`src/rtl/sync_shfifo_pkg.sv`:
```
// Shared types for the show-ahead FIFO read-side unpacker.
// Optional stall counter is enabled with SHFIFO_UNPACK_STALL_CNT_EN.
package sync_shfifo_pkg;

  typedef enum logic [1:0] {
    IDLE,
    FETCH,
    SEND,
    DONE
  } unpack_state_t;

  localparam int STALL_CNT_W = 16;

endpackage

```
`src/rtl/sync_shfifo_unpack_rd_shreg.sv`:
```
// Word-to-lane shift register: parallel load, right shift by one lane.
// Tracks the current lane and flags the last lane of the word.
module shfifo_unpack_shreg
  import sync_shfifo_pkg::*;
#(
  parameter int IN_WIDTH  = 32,
  parameter int OUT_WIDTH = 8,
  parameter int RATIO     = IN_WIDTH / OUT_WIDTH,
  parameter int LANE_W    = $clog2(RATIO)
) (
  input  logic                 clk,
  input  logic                 rst_n,
  input  logic                 load,
  input  logic [IN_WIDTH-1:0]  load_data,
  input  logic                 shift,
  output logic [OUT_WIDTH-1:0] lane_data,
  output logic [LANE_W-1:0]    lane,
  output logic                 last_lane
);

  logic [IN_WIDTH-1:0] shreg;

  // Load wins over shift: a reload on the last-lane handshake
  // replaces the exhausted word outright.
  always_ff @(posedge clk or negedge rst_n) begin
    if (!rst_n) begin
      shreg <= '0;
      lane  <= '0;
    end else if (load) begin
      shreg <= load_data;
      lane  <= '0;
    end else if (shift) begin
      shreg <= shreg >> OUT_WIDTH;
      lane  <= lane + LANE_W'(1);
    end
  end

  assign lane_data = shreg[OUT_WIDTH-1:0];
  assign last_lane = (lane == LANE_W'(RATIO - 1));

endmodule

```
`src/rtl/sync_shfifo_unpack_rd.sv`:
```
// Show-ahead FIFO consumer: splits words into LSB-first beats per frame.
// Define SHFIFO_UNPACK_STALL_CNT_EN to add the stall_cnt output.
module sync_shfifo_unpack_rd
  import sync_shfifo_pkg::*;
#(
  parameter int IN_WIDTH  = 32,
  parameter int OUT_WIDTH = 8,
  parameter int RATIO     = IN_WIDTH / OUT_WIDTH,
  parameter int LEN_W     = 16
) (
  input  logic                   clk,
  input  logic                   rst_n,
  input  logic                   start,
  input  logic [LEN_W-1:0]       frame_len,
  output logic                   busy,
  output logic                   done,
  input  logic [IN_WIDTH-1:0]    fifo_rdat,
  input  logic                   fifo_empty,
  output logic                   fifo_ren,
  output logic                   m_valid,
  input  logic                   m_ready,
  output logic [OUT_WIDTH-1:0]   m_data,
  output logic                   m_last
`ifdef SHFIFO_UNPACK_STALL_CNT_EN
  ,
  output logic [STALL_CNT_W-1:0] stall_cnt
`endif
);

  localparam int LANE_W = $clog2(RATIO);

  generate
    if (RATIO < 2 || IN_WIDTH != RATIO * OUT_WIDTH) begin : g_bad_cfg
      $error("IN_WIDTH must be RATIO*OUT_WIDTH with RATIO >= 2");
    end
  endgenerate

  unpack_state_t    state, state_nxt;
  logic [LEN_W-1:0] remaining, rem_nxt;
  logic             load, shift;
  logic [LANE_W-1:0] lane;
  logic             last_lane;
  logic             hs;
  logic             rem_one;

  shfifo_unpack_shreg #(
    .IN_WIDTH (IN_WIDTH),
    .OUT_WIDTH(OUT_WIDTH),
    .RATIO    (RATIO),
    .LANE_W   (LANE_W)
  ) u_shreg (
    .clk      (clk),
    .rst_n    (rst_n),
    .load     (load),
    .load_data(fifo_rdat),
    .shift    (shift),
    .lane_data(m_data),
    .lane     (lane),
    .last_lane(last_lane)
  );

  assign m_valid = (state == SEND);
  assign hs      = m_valid && m_ready;
  assign rem_one = (remaining == LEN_W'(1));
  assign m_last  = m_valid && rem_one;
  assign busy    = (state == FETCH) || (state == SEND);
  assign done    = (state == DONE);

  always_ff @(posedge clk or negedge rst_n) begin
    if (!rst_n) begin
      state     <= IDLE;
      remaining <= '0;
    end else begin
      state     <= state_nxt;
      remaining <= rem_nxt;
    end
  end

  always_comb begin
    state_nxt = state;
    rem_nxt   = remaining;
    fifo_ren  = 1'b0;
    load      = 1'b0;
    shift     = 1'b0;
    unique case (state)
      IDLE: begin
        if (start) begin
          if (frame_len != '0) begin
            rem_nxt   = frame_len;
            state_nxt = FETCH;
          end else begin
            state_nxt = DONE;
          end
        end
      end
      FETCH: begin
        if (!fifo_empty) begin
          fifo_ren  = 1'b1;
          load      = 1'b1;
          state_nxt = SEND;
        end
      end
      SEND: begin
        if (hs) begin
          shift   = 1'b1;
          rem_nxt = remaining - LEN_W'(1);
          // Frame end takes priority; leftover lanes are dropped.
          if (rem_one) begin
            state_nxt = DONE;
          end else if (last_lane) begin
            if (!fifo_empty) begin
              fifo_ren = 1'b1;
              load     = 1'b1;
            end else begin
              state_nxt = FETCH;
            end
          end
        end
      end
      DONE: begin
        state_nxt = IDLE;
      end
      default: begin
        state_nxt = IDLE;
      end
    endcase
  end

`ifdef SHFIFO_UNPACK_STALL_CNT_EN
  logic stall;

  assign stall = ((state == FETCH) && fifo_empty) ||
                 ((state == SEND) && !m_ready);

  always_ff @(posedge clk or negedge rst_n) begin
    if (!rst_n) begin
      stall_cnt <= '0;
    end else if ((state == IDLE) && start) begin
      stall_cnt <= '0;
    end else if (stall && (stall_cnt != '1)) begin
      stall_cnt <= stall_cnt + STALL_CNT_W'(1);
    end
  end
`endif

endmodule

```
`config.mk`:
```
export PLATFORM = sky130hd
export DESIGN_NAME = sync_shfifo_unpack_rd
export DESIGN_NICKNAME = d
export VERILOG_FILES = /design/src/rtl/sync_shfifo_pkg.sv /design/src/rtl/sync_shfifo_unpack_rd_shreg.sv /design/src/rtl/sync_shfifo_unpack_rd.sv
export SDC_FILE = /design/constraint.sdc
export NUM_CORES = 1
export LEC_CHECK = 0
export CORE_UTILIZATION = 55
export DETAILED_ROUTE_END_ITERATION = 10
export PLACE_DENSITY = 0.82
export SKIP_LAST_GASP = 1
export SLEW_MARGIN = 20
export SYNTH_ARGS = -nofsm -noshare
export SYNTH_HDL_FRONTEND = slang
export SYNTH_SLANG_ARGS = --single-unit
```
`constraint.sdc`:
```
create_clock -name clk -period 5.1 [get_ports clk]
set_input_delay 1.02 -clock clk [delete_from_list [all_inputs] [get_ports clk]]
set_output_delay 1.02 -clock clk [all_outputs]
set_load 0.03 [all_outputs]
```
==> results of run 1 <==
## metrics by stage
stage	hold slack (ps)	setup slack, ps	power, W	cell area (um2)	util
floorplan	458	2130	0.00156	3110	-
global placement	480	859	0.00176	3710	0.678
detailed placement	485	852	0.00180	3710	0.678
CTS	505	595	0.00204	3800	0.694
global route	514	431	0.00218	3800	0.694
finish	509	626	0.00204	3800	0.694
## cell usage after synthesis (3+ instances only)
| master | number |
|---|---|
| sky130_fd_sc_hd__clkbuf_1 | 9 |
| sky130_fd_sc_hd__nor4_1 | 3 |
| sky130_fd_sc_hd__buf_4 | 8 |
| sky130_fd_sc_hd__a22oi_1 | 4 |
| sky130_fd_sc_hd__dfrtp_1 | 52 |
| sky130_fd_sc_hd__or3_1 | 5 |
| sky130_fd_sc_hd__o2bb2ai_1 | 4 |
| sky130_fd_sc_hd__nor3_1 | 5 |
| sky130_fd_sc_hd__buf_6 | 5 |
| sky130_fd_sc_hd__nand2_1 | 23 |
| sky130_fd_sc_hd__inv_1 | 9 |
| sky130_fd_sc_hd__nand3_1 | 3 |
| sky130_fd_sc_hd__o21ai_0 | 20 |
| sky130_fd_sc_hd__a21oi_1 | 30 |
| sky130_fd_sc_hd__ha_1 | 8 |
| sky130_fd_sc_hd__mux2_2 | 46 |
| sky130_fd_sc_hd__nor2_1 | 14 |
| sky130_fd_sc_hd__nor3b_1 | 4 |
| sky130_fd_sc_hd__or4_1 | 3 |
## layer usage
layer	GRT usage	wire (um)	vias up
met1	0.301	2870	1180
met2	0.428	3560	91
met5	0	0	-
met3	0.0488	435	4
li1	-	-	1204
met4	0.0774	51	0
## cells by family (layout without fill, tap and decap cells)
group                      count (synthesis)  count (layout)  share of synthesized area
muxes                                     49              49                      0.177
buffers and inverters                     34              86                     0.0636
DFF                                       52              52                      0.418
adders and majority gates                  8               8                     0.0322
AOI/OAI and AO/OA                         82              82                      0.173
and+or+nand+nor                           76              76                      0.133
xor gates and xnor gates                   1               1                    0.00282
## final timing paths
check                                     startpoint                            end  slack, ps
max in group asynchronous                      rst_n  u_shreg.shreg[16]$_DFFE_PN0P_       3820
min in group asynchronous                      rst_n       remaining[9]$_DFFE_PN0P_        830
hold / removal             remaining[13]$_DFFE_PN0P_      remaining[13]$_DFFE_PN0P_        510
setup / recovery            remaining[1]$_DFFE_PN0P_                       fifo_ren        630
setup reg to reg            remaining[1]$_DFFE_PN0P_   u_shreg.shreg[8]$_DFFE_PN0P_       2100
hold reg to reg            remaining[13]$_DFFE_PN0P_      remaining[13]$_DFFE_PN0P_        510
## critical path, cell delays in order (launching register included)
cell and delay (ps):
sky130_fd_sc_hd__dfrtp_1 420, sky130_fd_sc_hd__inv_1 90, sky130_fd_sc_hd__ha_1 130, sky130_fd_sc_hd__or4b_2 630, sky130_fd_sc_hd__nor4_4 260, sky130_fd_sc_hd__nor3b_1 140, sky130_fd_sc_hd__o21ai_4 770, sky130_fd_sc_hd__inv_2 90
sky130_fd_sc_hd__clkdlybuf4s50_1 620
## cell type report
type | count | area [um2]
inverter | 10 | 37.5
multi-input combinational | 216 | 1610
timing repair buffer | 68 | 668
sequential | 52 | 1300
fill | 431 | 1670
clock buffer | 8 | 90.1
tap | 72 | 90.1
## registers in the layout (all words and copies together) (netlist names)
name,cells
u_shreg.lane,2
remaining,16
state,2
u_shreg.shreg,32
## where the power goes
part	internal [W]	switching [W]	leakage [nW]
clock	0.000111	0.000124	0.0455
sequential	0.000599	0.000142	0.653
combinational	0.000500	0.000561	0.902
==> results, run 1 <==
- The number of warnings reported in the yosys synthesis log is 0.
- The total of flip-flops plus latches after synthesis is 52.
- For this run, the total global-route usage over all layers was measured as 0.245.
- At the worst endpoint, the required time is 4080 ps.
- 0 antenna diodes ended up in the layout.
- Setup repair after global routing left no endpoint under its margin.
- Leaving out fill and tap cells, the most frequent cell in the layout is sky130_fd_sc_hd__clkdlybuf4s50_1.
- Dividing total power by cell area gives a power density of 536 nW/um2.
- The type of the setup path with the least slack is reg2out.
- The number of violations reported at the end of detailed-routing iteration 0 is around 150.
- The net count of the finished layout is 414.
- The number of buffers inserted by post-CTS setup repair is 0.
- The path class of the tightest hold or removal check is reg2reg.
- Setup violations remaining at the end of the flow were counted as 0.
- Measured against its own limit, the worst slew margin works out to 0.341.
- The final-layout setup total negative slack is 0 ps.
- By area the synthesized netlist is led by sky130_fd_sc_hd__dfrtp_1, sky130_fd_sc_hd__mux2_2, sky130_fd_sc_hd__a21oi_1.
- Dividing the detail-routed wire length by the instance count gives ~16 um.
- The overall via count from detail_route is 2479.
- The proportion of layout cells with a drive suffix above 1 is 0.195.
- Once the clock tree was built, the resizer swapped 0 gates to a different size.
- At the end of routability-driven placement, the weighted congestion stood at 0.874.
- The die is 77.2 um wide.
- The area of the core is 5470 um2.
- The worst path needs 4470 ps of the cycle, external delays included.
- TritonCTS built the clock tree.
- The library cells used most frequently in the layout, excluding fill and tap cells, are sky130_fd_sc_hd__clkdlybuf4s50_1, sky130_fd_sc_hd__dfrtp_1, sky130_fd_sc_hd__mux2_2.
- The number of antenna violations at the first check in global routing is 0.
- The maximum vdd ir drop is 0.321 mV.
- The biggest area contributor in the post-synthesis netlist is sky130_fd_sc_hd__dfrtp_1.
- The HPWL after detailed placement is around 5100 um.
- The maximum fanout count along the critical path is 33.
- The initial cell density of the core is 0.568.
- The leakage power total is ~1.6 nW.
- Entering global routing, the biggest net connects 53 pins.
- The maximum root-to-sink buffer count is 2.
- The first global-routing pass estimated 11600 um of wire.
- After detailed routing, the number of vias per cell comes to 5.82.
- The number of buffers inserted during clock tree synthesis is 5.
- The gate count of the mapped netlist is 302.
- In this run, placement finished with an instance count of 418.
- The clock insertion delay at the later pin of the skew report is approximately 300 ps.
- The category of the worst setup path capture point is an output pin.
- The remaining global-route overflow is 0.
- The maximum clock rate is 0.224 GHz.
- During I/O placement, the number of pins put on the boundary was between 60 and 70.
- The number of design rule violations left after detail routing is 0.
- The quantity of hold-fixing buffers added after cts is 0.
- The area fraction of the dominant cell type after synthesis is 0.418.
- The startpoint class of the critical path is a flip-flop.
- In the finished design, the share of the clock period the worst path needs comes to 0.877.
- After clock tree synthesis, the clock-pin slew on the worst setup and hold paths is 90 ps.
- The area of the die is 5960 um2.
- The total count of max-transition violations in the final report came to 0.
- The worst setup skew after layout is 9.99 ps.
- Summing every instance area after synthesis gives 3110 um2.
- The non-filler instance count after layout is 426.
- The share of the Yosys chip area taken by registers is 0.418.
- The root cell of the clock tree is sky130_fd_sc_hd__clkbuf_8.
- The worst register-to-register path has a depth of 7.
- The quantity of I/O buffers inserted on ports is 65.
- In this run, synthesis inferred 0 flip-flops with an integrated enable.
- The growth of design area from synthesis to finish is 22.1%.
- For the worst setup path, the data arrival time is around 3500 ps.
- The floorplan has 27 rows.
- The dominant synthesized flop cell is sky130_fd_sc_hd__dfrtp_1.
- The number of clock sinks is between 50 and 60.
- Counting instances, the worst hold path has a depth of 1.
- The flow ran to the end, and the final reports show no timing, DRC or antenna violations.
- The count of distinct cell types in the synthesized netlist is 53.
- The number of hold-slack violations in the final timing report is 0.
- The tool flagged a number of max-cap violations equal to 0.
- The count of nets left with antenna violations once routing finished came out at 0.
- The first-pass iteration count of the detailed router is 4.
- The number of global-route vias before repair is 2472.
- The number of H-tree levels is 2.
- The post-synthesis average cell area is 10.3 um2.
- The slew of the pin with the lowest slew margin is 984 ps.
- The number of nets handed over by synthesis was about 360.
- For this run, asynchronously set or reset flops after synthesis account for 1.00.
- The final routed wirelength across all metal layers is 6920 um.
- In this run the vertical extent of the chip is 77.2 um.
Note: power is estimated with default switching activity, not from simulation.
==> run 2: changes to the inputs <==
CORE_UTILIZATION = 57   (was 55)
CTS_BUF_LIST = sky130_fd_sc_hd__clkbuf_8   (was unset)
PLACE_DENSITY = 0.85   (was 0.82)
==> results, run 2 (synthesis results as in run 1) <==
- Detailed placement finished with a half-perimeter wire length of 5090 um.
- The critical path starts at remaining[1]$_DFFE_PN0P_.
- The proportion of layout cells with a drive suffix above 1 is 0.198.
- The worst setup skew after layout is 11.5 ps.
- The category of the worst setup path capture point is an output pin.
- The growth of design area from synthesis to finish is 22.6%.
- The first global-routing pass estimated 11800 um of wire.
- In this run the static leakage power is 1.62 nW.
- The worst pin sits at a relative slew slack of 0.358.
- TritonCTS built the clock tree.
- Fill cells in the final layout number about 370.
- Subtracting the final worst setup slack from the clock period gives 4420 ps.
- The top cell types in the final layout, fill and taps aside, are sky130_fd_sc_hd__clkdlybuf4s50_1, sky130_fd_sc_hd__dfrtp_1, sky130_fd_sc_hd__mux2_2.
- The remaining global-route overflow is 0.
- The data required time of the worst path is 4080 ps.
- The register ranked first by flip-flop count is u_shreg.shreg.
- The final-layout setup total negative slack is 0 ps.
- For this design the ratio of total power to cell area is roughly 550 nW/um2.
- After detailed routing, the number of remaining DRC violations is 0.
- In this design, the stage delay of the slowest critical-path cell is about 760 ps.
- The critical path goes through inv_1 > ha_1 > or4b_2 > nor4_4 > nor3b_1 > o21ai_4 > inv_2 > clkdlybuf4s50_1.
- The share of the clock period used by the worst path is 0.866.
- The setup slack of the worst register-to-register path is 2190 ps.
- The startpoint of the lowest-slack register-to-register path is remaining[1]$_DFFE_PN0P_.
- The number of instances resized during post-cts repair is 0.
- The total count of max-transition violations in the final report was 0.
- The first detailed-routing pass ran for 5 iterations.
- On the final layout, the worst hold slack is 516 ps.
- The startpoint class of the critical path is a flip-flop.
- Setup repair after global routing left no endpoint under its margin.
- For this design, the slowest cell found on the critical path is sky130_fd_sc_hd__o21ai_4.
- The largest registers in the layout are u_shreg.shreg x32, remaining x16.
- By startpoint and endpoint, the worst setup path is classified as reg2out.
- The endpoint of the lowest-slack register-to-register path is u_shreg.shreg[0]$_DFFE_PN0P_.
- The number of clock sinks is 52.
- The number of buffers inserted during clock tree synthesis is 5.
- The count of nets left with antenna violations after detail routing is 0.
- The area of the core is 5170 um2.
- The total routing usage reported by global routing is 0.279.
- Counting along the longest clock path gives a buffer depth of 2.
- The maximum clock rate is 0.226 GHz.
- Across the run, the number of max-cap violations was 0.
- Setup violations remaining at the end of the flow were counted as 0.
- Dividing the detail-routed wire length by the instance count gives ~17 um.
- The overall via count from detail_route is 2541.
- For this block, the initial DRC count from the detailed router was 222.
- The signal arrival time at the worst endpoint is 3400 ps.
- Dividing the detail-routed via count by the number of cells gives 5.99.
- The number of global-route vias before repair is 2478.
- VDD sags by at most approximately 0.31 mV.
- In this run the worst hold path is classified as reg2reg.
- The antenna cell count is 0.
- The final net count is 414.
- Buffers inserted to repair hold after CTS numbered 0.
- Entering global routing, the biggest net connects 53 pins.
- For the worst flop-to-flop path, the logic depth is 7.
- The number of antenna violations at the first check in global routing came to 0.
- The number of buffers inserted by post-CTS setup repair is 0.
- The maximum fanout count along the critical path is 33.
- The floorplan step set the die height to approximately 76 um.
- The quantity of I/O buffers inserted on ports is 65.
- The initial cell density of the core is 0.601.
- The root cell of the clock tree is sky130_fd_sc_hd__clkbuf_8.
- The clock insertion delay at the later pin of the skew report is 310 ps.
- The count of standard-cell rows is 26.
- The die is 75.9 um wide.
- The post-CTS clock slew at the launch and capture registers of the worst setup and hold paths is roughly 90 ps.
- The floorplan step defined a die boundary enclosing 5760 um2.
- The run finished with clean final reports.
- The critical path ends at fifo_ren.
- The register with the most flip-flops in the layout has 32 of them.
- The number of hold-slack violations in the final timing report is 0.
- The most common library cell in the layout ignoring fill and taps is sky130_fd_sc_hd__clkdlybuf4s50_1.
- The slew of the pin with the lowest slew margin is about 960 ps.
- The design draws between 0.002 and 0.0025 W.
- 66 I/O pins were placed.
- The final routed wirelength across all metal layers is 7210 um.
- The H-tree generated during clock tree synthesis spans 2 levels.
- Routability-driven placement finished with a final weighted congestion of roughly 0.87.
run 2: final cells by class:
cell class | instances | area [um2] | share of cell area
multi-input combinational | 216 | 1610 | 0.423
sequential | 52 | 1300 | 0.341
timing repair buffer | 68 | 668 | 0.175
tap | 70 | 87.6 | 0.0230
clock buffer | 5 | 68.8 | 0.0180
clock inverter | 3 | 38.8 | 0.0102
inverter | 10 | 37.5 | 0.00984
run 2: metrics by stage:
step	cell area (um2)	cells	utilization	setup slack, ps
2_1_floorplan	3110	302	-	2130
3_3_place_gp	3710	416	0.716	884
3_5_place_dp	3710	416	0.716	870
4_1_cts	3810	424	0.737	668
5_1_grt	3810	424	0.737	483
6_report	3810	424	0.737	684
run 2: power by group:
part	switching, W	leakage [nW]	internal (W)
clock network	0.000135	0.0593	0.000144
logic	0.000568	0.902	0.000500
registers	0.000143	0.653	0.000599
run 2: worst min-delay path by stage:
stage / start / end / slack, ps / depth (start not counted)
after floorplan: remaining[13]$_DFFE_PN0P_ / remaining[13]$_DFFE_PN0P_ / 460 / 1
after global placement: remaining[13]$_DFFE_PN0P_ / remaining[13]$_DFFE_PN0P_ / 480 / 1
after detailed placement: remaining[13]$_DFFE_PN0P_ / remaining[13]$_DFFE_PN0P_ / 490 / 1
after CTS: remaining[13]$_DFFE_PN0P_ / remaining[13]$_DFFE_PN0P_ / 510 / 1
after global routing: remaining[13]$_DFFE_PN0P_ / remaining[13]$_DFFE_PN0P_ / 530 / 1
final: remaining[13]$_DFFE_PN0P_ / remaining[13]$_DFFE_PN0P_ / 520 / 1
run 2: layer usage:
metal	up-vias	GRT usage	share of wire
met2	109	0.485	0.50
met5	-	0	0
met1	1215	0.340	0.41
li1	1202	-	-
met4	0	0.109	0.021
met3	15	0.0595	0.065
run 2: critical path, delay by kind of cell, from the launching register on:
family	cells	cell delay [ps]
flip-flops	1	430
adder cells (fa/ha/maj)	1	130
AND/OR/NAND/NOR	3	960
AO/OA/AOI/OAI	1	760
buffers and inverters	3	810
==> run 3: changes to the inputs <==
CORE_ASPECT_RATIO = 1.5   (was unset)
==> results, run 3 (synthesis results as in run 1) <==
- The flow ran to the end, and the final reports show no timing, DRC or antenna violations.
- The number of primary I/O pins is 66.
- The routability congestion estimate from global placement is 0.845.
- The area of the die is 5760 um2.
- Buffers inserted during clock tree synthesis total 5.
- Dividing total power by cell area gives a power density of 546 nW/um2.
- In the layout the commonest cells are sky130_fd_sc_hd__clkdlybuf4s50_1, sky130_fd_sc_hd__dfrtp_1, sky130_fd_sc_hd__mux2_2.
- The maximum number of pins on one net before global-route repair is 53.
- In this run the worst path has a maximum fanout of 33.
- Of the total power, the clock network draws 0.132.
- The number of antenna diodes in the final layout is 0.
- The number of flip-flops under the largest register name is 32.
- The worst hold path stage count is 1.
- The endpoint of the lowest-slack register-to-register path is u_shreg.shreg[1]$_DFFE_PN0P_.
- The growth of design area from synthesis to finish is 22.5%.
- The die boundary height is 92.5 um.
- Based on the critical path, the design can be clocked at up to between 0.2 and 0.25 GHz.
- Leaving out fill and tap cells, the most frequent cell in the layout is sky130_fd_sc_hd__clkdlybuf4s50_1.
- The tree is rooted in a sky130_fd_sc_hd__clkbuf_8.
- The worst pin sits at a relative slew slack of 0.365.
- Clock-pin slew was measured on the worst setup and hold paths at 90 ps.
- The count of nets left with antenna violations once routing finished came out at 0.
- After floorplanning, the core was sized to cover approximately 5200 um2.
- The number of global-route vias before repair is 2614.
- In the final layout, the registers with the most flip-flops are u_shreg.shreg x32, remaining x16.
- The register ranked first by flip-flop count is u_shreg.shreg.
- The startpoint class of the critical path is a flip-flop.
- The startpoint of the lowest-slack register-to-register path is remaining[1]$_DFFE_PN0P_.
- The clock arrives with 7.85 ps of skew.
- The number of vias per cell is 5.82.
- The clock insertion delay at the later pin of the skew report is 300 ps.
- Setup violations remaining at the end of the flow were counted as 0.
- In this design, the largest share of critical-path delay is due to simple AND/OR/NAND/NOR gates.
- The number of hold-slack violations in the final timing report was 0.
- The total count of max-transition violations in the final report was 0.
- The min-delay analysis places its worst path in the category reg2reg.
- The category of the worst setup path capture point is an output pin.
- The number of buffers and inverters on the critical path is 3.
- The detailed router finished its first iteration with approximately 270 violations.
- The final-layout setup total negative slack is 0 ps.
- The remaining global-route overflow is 0.
- After detailed routing, the number of remaining DRC violations is 0.
- The proportion of layout cells with a drive suffix above 1 is 0.198.
- Cell internal power was estimated by the tool at 0.00125 W.
- The first-pass iteration count of the detailed router is 4.
- For this run, the total global-route usage over all layers was measured as 0.263.
- The number of H-tree levels is 2.
- The worst hold path begins at remaining[13]$_DFFE_PN0P_.
- Summed over all nets, the switching power comes to 0.000834 W.
- The launching element of the worst setup path is remaining[1]$_DFFE_PN0P_.
- Post-CTS repair changed the size of 0 cells.
- After layout, the minimum clock period comes to 4400 ps.
- Dividing the final minimum period by the clock period gives 0.863.
- The count of maximum capacitance violations is 0.
- The number of buffers inserted by post-CTS setup repair is 0.
- The HPWL after detailed placement is 5340 um.
- The slowest stage of the critical path belongs to the cell sky130_fd_sc_hd__o21ai_4.
- The first-pass GRT wire length is about 12000 um.
- The maximum vdd ir drop is 0.399 mV.
- The maximum root-to-sink buffer count is 2.
- The number of antenna violations at the first check in global routing is 0.
- Of the total power, registers draw 0.354.
- The initial utilization of the core area, before any placement, comes to 0.598.
- The quantity of I/O buffers inserted on ports is 65.
- The switching fraction of total power is 0.401.
- The setup slack of the worst register-to-register path is around 2200 ps.
- For the worst setup path, the data arrival time is roughly 3400 ps.
- Measured in cells, the most critical reg-to-reg path has a length of 7.
- For the worst setup path, the data required time is 4080 ps.
- CTS saw 52 sinks.
- At the pin with the least slew margin, the transition time is 949 ps.
- The signal on the critical path passes through inv_1 > ha_1 > or4b_2 > nor4_4 > nor3b_1 > o21ai_4 > inv_2 > clkdlybuf4s50_1.
- The part of the power in combinational logic is 0.513.
- The share of the core filled with cells in the final layout is 0.732.
- The number of hold buffers added after CTS was 0.
- The final route contains approximately 2.5k vias.
- The type of the setup path with the least slack is reg2out.
- The count of standard-cell rows is 32.
- After the last flow step, the layout net total stands at 414.
- The overall power consumption is 0.00208 W.
- The TritonCTS clock tree is yes.
- The die outline width is 62.3 um.
- Setup repair after global routing left no endpoint under its margin.
- The final layout contains routed wiring with a total length of just over 7000 um.
- The leakage power total is 1.62 nW.
- The end point of the most critical hold path is remaining[13]$_DFFE_PN0P_.
- The largest stage delay on the critical path is 750 ps.
- After detailed routing, the average wire length per cell comes to between 15 and 20 um.
==> run 3: worst reg2reg max path: cells and delay by family, from the launching register on <==
kind | cells | cell delay, ps
AND/OR/NAND/NOR | 3 | 970
AO/OA/AOI/OAI | 1 | 750
multiplexers | 1 | 430
flip-flops | 1 | 410
adder cells (fa/ha/maj) | 1 | 150
buffers and inverters | 1 | 90
==> run 3: power by group through the flow <==
stage | Combinational (W) | Clock [W] | Sequential, W
after floorplan | 0.000863 | 0 | 0.000692
after global placement | 0.00103 | 0 | 0.000734
after detailed placement | 0.00107 | 0 | 0.000747
after CTS | 0.00107 | 0.000283 | 0.000739
after global routing | 0.00117 | 0.000299 | 0.000764
final | 0.00107 | 0.000275 | 0.000737
==> run 3: worst max path at each step <==
| stage | cells past startpoint | slack [ps] | to |
|---|---|---|---|
| after floorplan | 5 | 2130 | fifo_ren |
| after global placement | 6 | 900 | fifo_ren |
| after detailed placement | 6 | 880 | fifo_ren |
| after CTS | 8 | 670 | fifo_ren |
| after global routing | 8 | 490 | fifo_ren |
| final | 8 | 700 | fifo_ren |
==> run 3: cell type report <==
type	instances	area, um2
fill	392	1390
inverter	10	37.5
sequential	52	1300
clock inverter	3	38.8
timing repair buffer	68	668
clock buffer	5	68.8
tap	68	85.1
multi-input combinational	216	1610
==> run 3: per-layer routing <==
| layer | vias up | GRT usage | wire, um |
|---|---|---|---|
| met5 | - | 0 | 0 |
| met1 | 1153 | 0.274 | 2640 |
| li1 | 1195 | - | - |
| met2 | 93 | 0.516 | 3950 |
| met3 | 17 | 0.0333 | 317 |
| met4 | 0 | 0.118 | 239 |
==> run 3: through the flow <==
step | setup slack [ps] | cells | area (um2) | hold WS [ps]
3_5_place_dp | 876 | 414 | 3700 | 488
3_3_place_gp | 897 | 414 | 3700 | 479
4_1_cts | 674 | 422 | 3810 | 510
5_1_grt | 495 | 422 | 3810 | 555
6_report | 698 | 422 | 3810 | 503
2_1_floorplan | 2130 | 302 | 3110 | 458
==> variant, RTL diff (settings of run 3) <==
`OUT_WIDTH` is set to 8 in 2 places; all go to 4.
--- a/src/rtl/sync_shfifo_unpack_rd_shreg.sv
+++ b/src/rtl/sync_shfifo_unpack_rd_shreg.sv
@@ -6,3 +6,3 @@
   parameter int IN_WIDTH  = 32,
-  parameter int OUT_WIDTH = 8,
+  parameter int OUT_WIDTH = 4,
   parameter int RATIO     = IN_WIDTH / OUT_WIDTH,
--- a/src/rtl/sync_shfifo_unpack_rd.sv
+++ b/src/rtl/sync_shfifo_unpack_rd.sv
@@ -6,3 +6,3 @@
   parameter int IN_WIDTH  = 32,
-  parameter int OUT_WIDTH = 8,
+  parameter int OUT_WIDTH = 4,
   parameter int RATIO     = IN_WIDTH / OUT_WIDTH,
Interface: changed (resized m_data); port bits go from 66 to 62. The function was not compared with the original's and may differ.
==> variant against run 3 <==
Sequential cell count is 1 higher. Combinational power increased by 7%. Design area up 0.79%. Total power is 5.0% higher. Synthesized area rose by 1.2%. Global-route usage decreased by 3.3 points. Die area is 1.1% higher. Setup slack gained 0.58 ns. Routed wire length decreased by 14%. Via count is 6.9% lower. Non-clock buffer count shrank 3. Highest routed layer unchanged.
==> variant: results (changes against run 3) <==
[place]
place_area_mm2 = 0.00375  ; was 0.00370 mm^2
portBuffers = 61  ; was 65
gp_congestion = 0.812  ; was 0.845

[cells_and_area]
drive_above_1_share_pct = 21.3  ; was 19.8%
fill_cells = 406  ; was 392
top_regs = u_shreg.shreg: 32 flops, remaining: 16 flops, u_shreg.lane: 3 flops  ; was u_shreg.shreg: 32 flops, remaining: 16 flops

[power_and_ir_drop]
comb_power_mw = 1.15  ; was 1.07 mW
clkPwrFrac_pct = 10.8  ; was 13.2%
p_sw_uw = 810  ; was 834 uW

[run_status]
status = complete, no violations  ; unchanged

[sta]
worst_hold_slack_ns = 0.520  ; was 0.503 ns
slew_headroom_pct = 36.5  ; about the same
fin_skew_ns = 0.00551  ; was 0.00785 ns

[min_path]
hp-start = remaining[9]  ; was remaining[13]
hold_end = remaining[9]  ; was remaining[13]

[yosys]
synth_adder_area_share_pct = 3.58  ; was 3.22%
synth_xor_area_share_pct = 0.278  ; was 0.282%
synth.avg_cell_area_um2 = 11.2  ; was 10.3 um^2
yosys-top-cells-count = dfrtp_1, mux2_2, mux2_4, a21oi_1  ; was dfrtp_1, mux2_2, a21oi_1, nand2_1, o21ai_0
yosys.cell_types.count = 46  ; was 53
muxShareOfSynthArea_pct = 23.4  ; was 17.7%
ys_seq_area_share_pct = 42.1  ; was 41.8%

[drt]
dr_wl_met2_um = 3250  ; was 3950 um
routed_wirelength_um = 6130  ; was 7140 um
drt_iter0_markers = 152  ; was 268

[setup_path]
arrival_ns = 2.80  ; was 3.38 ns
ff2ff_setup_slack_ns = 1.99  ; was 2.20 ns
r2r-end = remaining[3]  ; was u_shreg.shreg[1]
reg2reg_from = state[0]  ; was remaining[1]
rr_worst_depth = 8  ; was 7

[global_route]
grt_usage_pct = 23.0  ; was 26.3%
grt_pass1_wl_um = 10600  ; was 11,800 um
grt_pass1_vias = 2401  ; was 2,614
grt_max_degree = 54  ; was 53

variant: metal layers:
metal | track usage, % | vias to the layer above
li1 | - | 1121
met1 | 26.8 | 1094
met2 | 41.8 | 58
met3 | 3.54 | 15
met4 | 8.91 | 0
met5 | 0 | -
variant: worst max path at each step:
stage,from,endpoint,slack (ns),cells after the start
after floorplan,m_ready,fifo_ren,2.20,4
after global placement,fifo_empty,fifo_ren,1.31,6
after detailed placement,fifo_empty,fifo_ren,1.28,6
final,fifo_empty,fifo_ren,1.28,6
after global routing,fifo_empty,fifo_ren,1.18,6
after CTS,fifo_empty,fifo_ren,1.28,6
variant: area by class of cell:
class	count	area, um^2	share of cell area (%)
Clock buffer	6	82.6	2.15
Inverter	12	45.0	1.17
Timing Repair Buffer	65	636	16.5
Clock inverter	1	7.51	0.195
Tap cell	68	85.1	2.21
Multi-Input combinational cell	196	1660	43.2
Sequential cell	53	1330	34.5
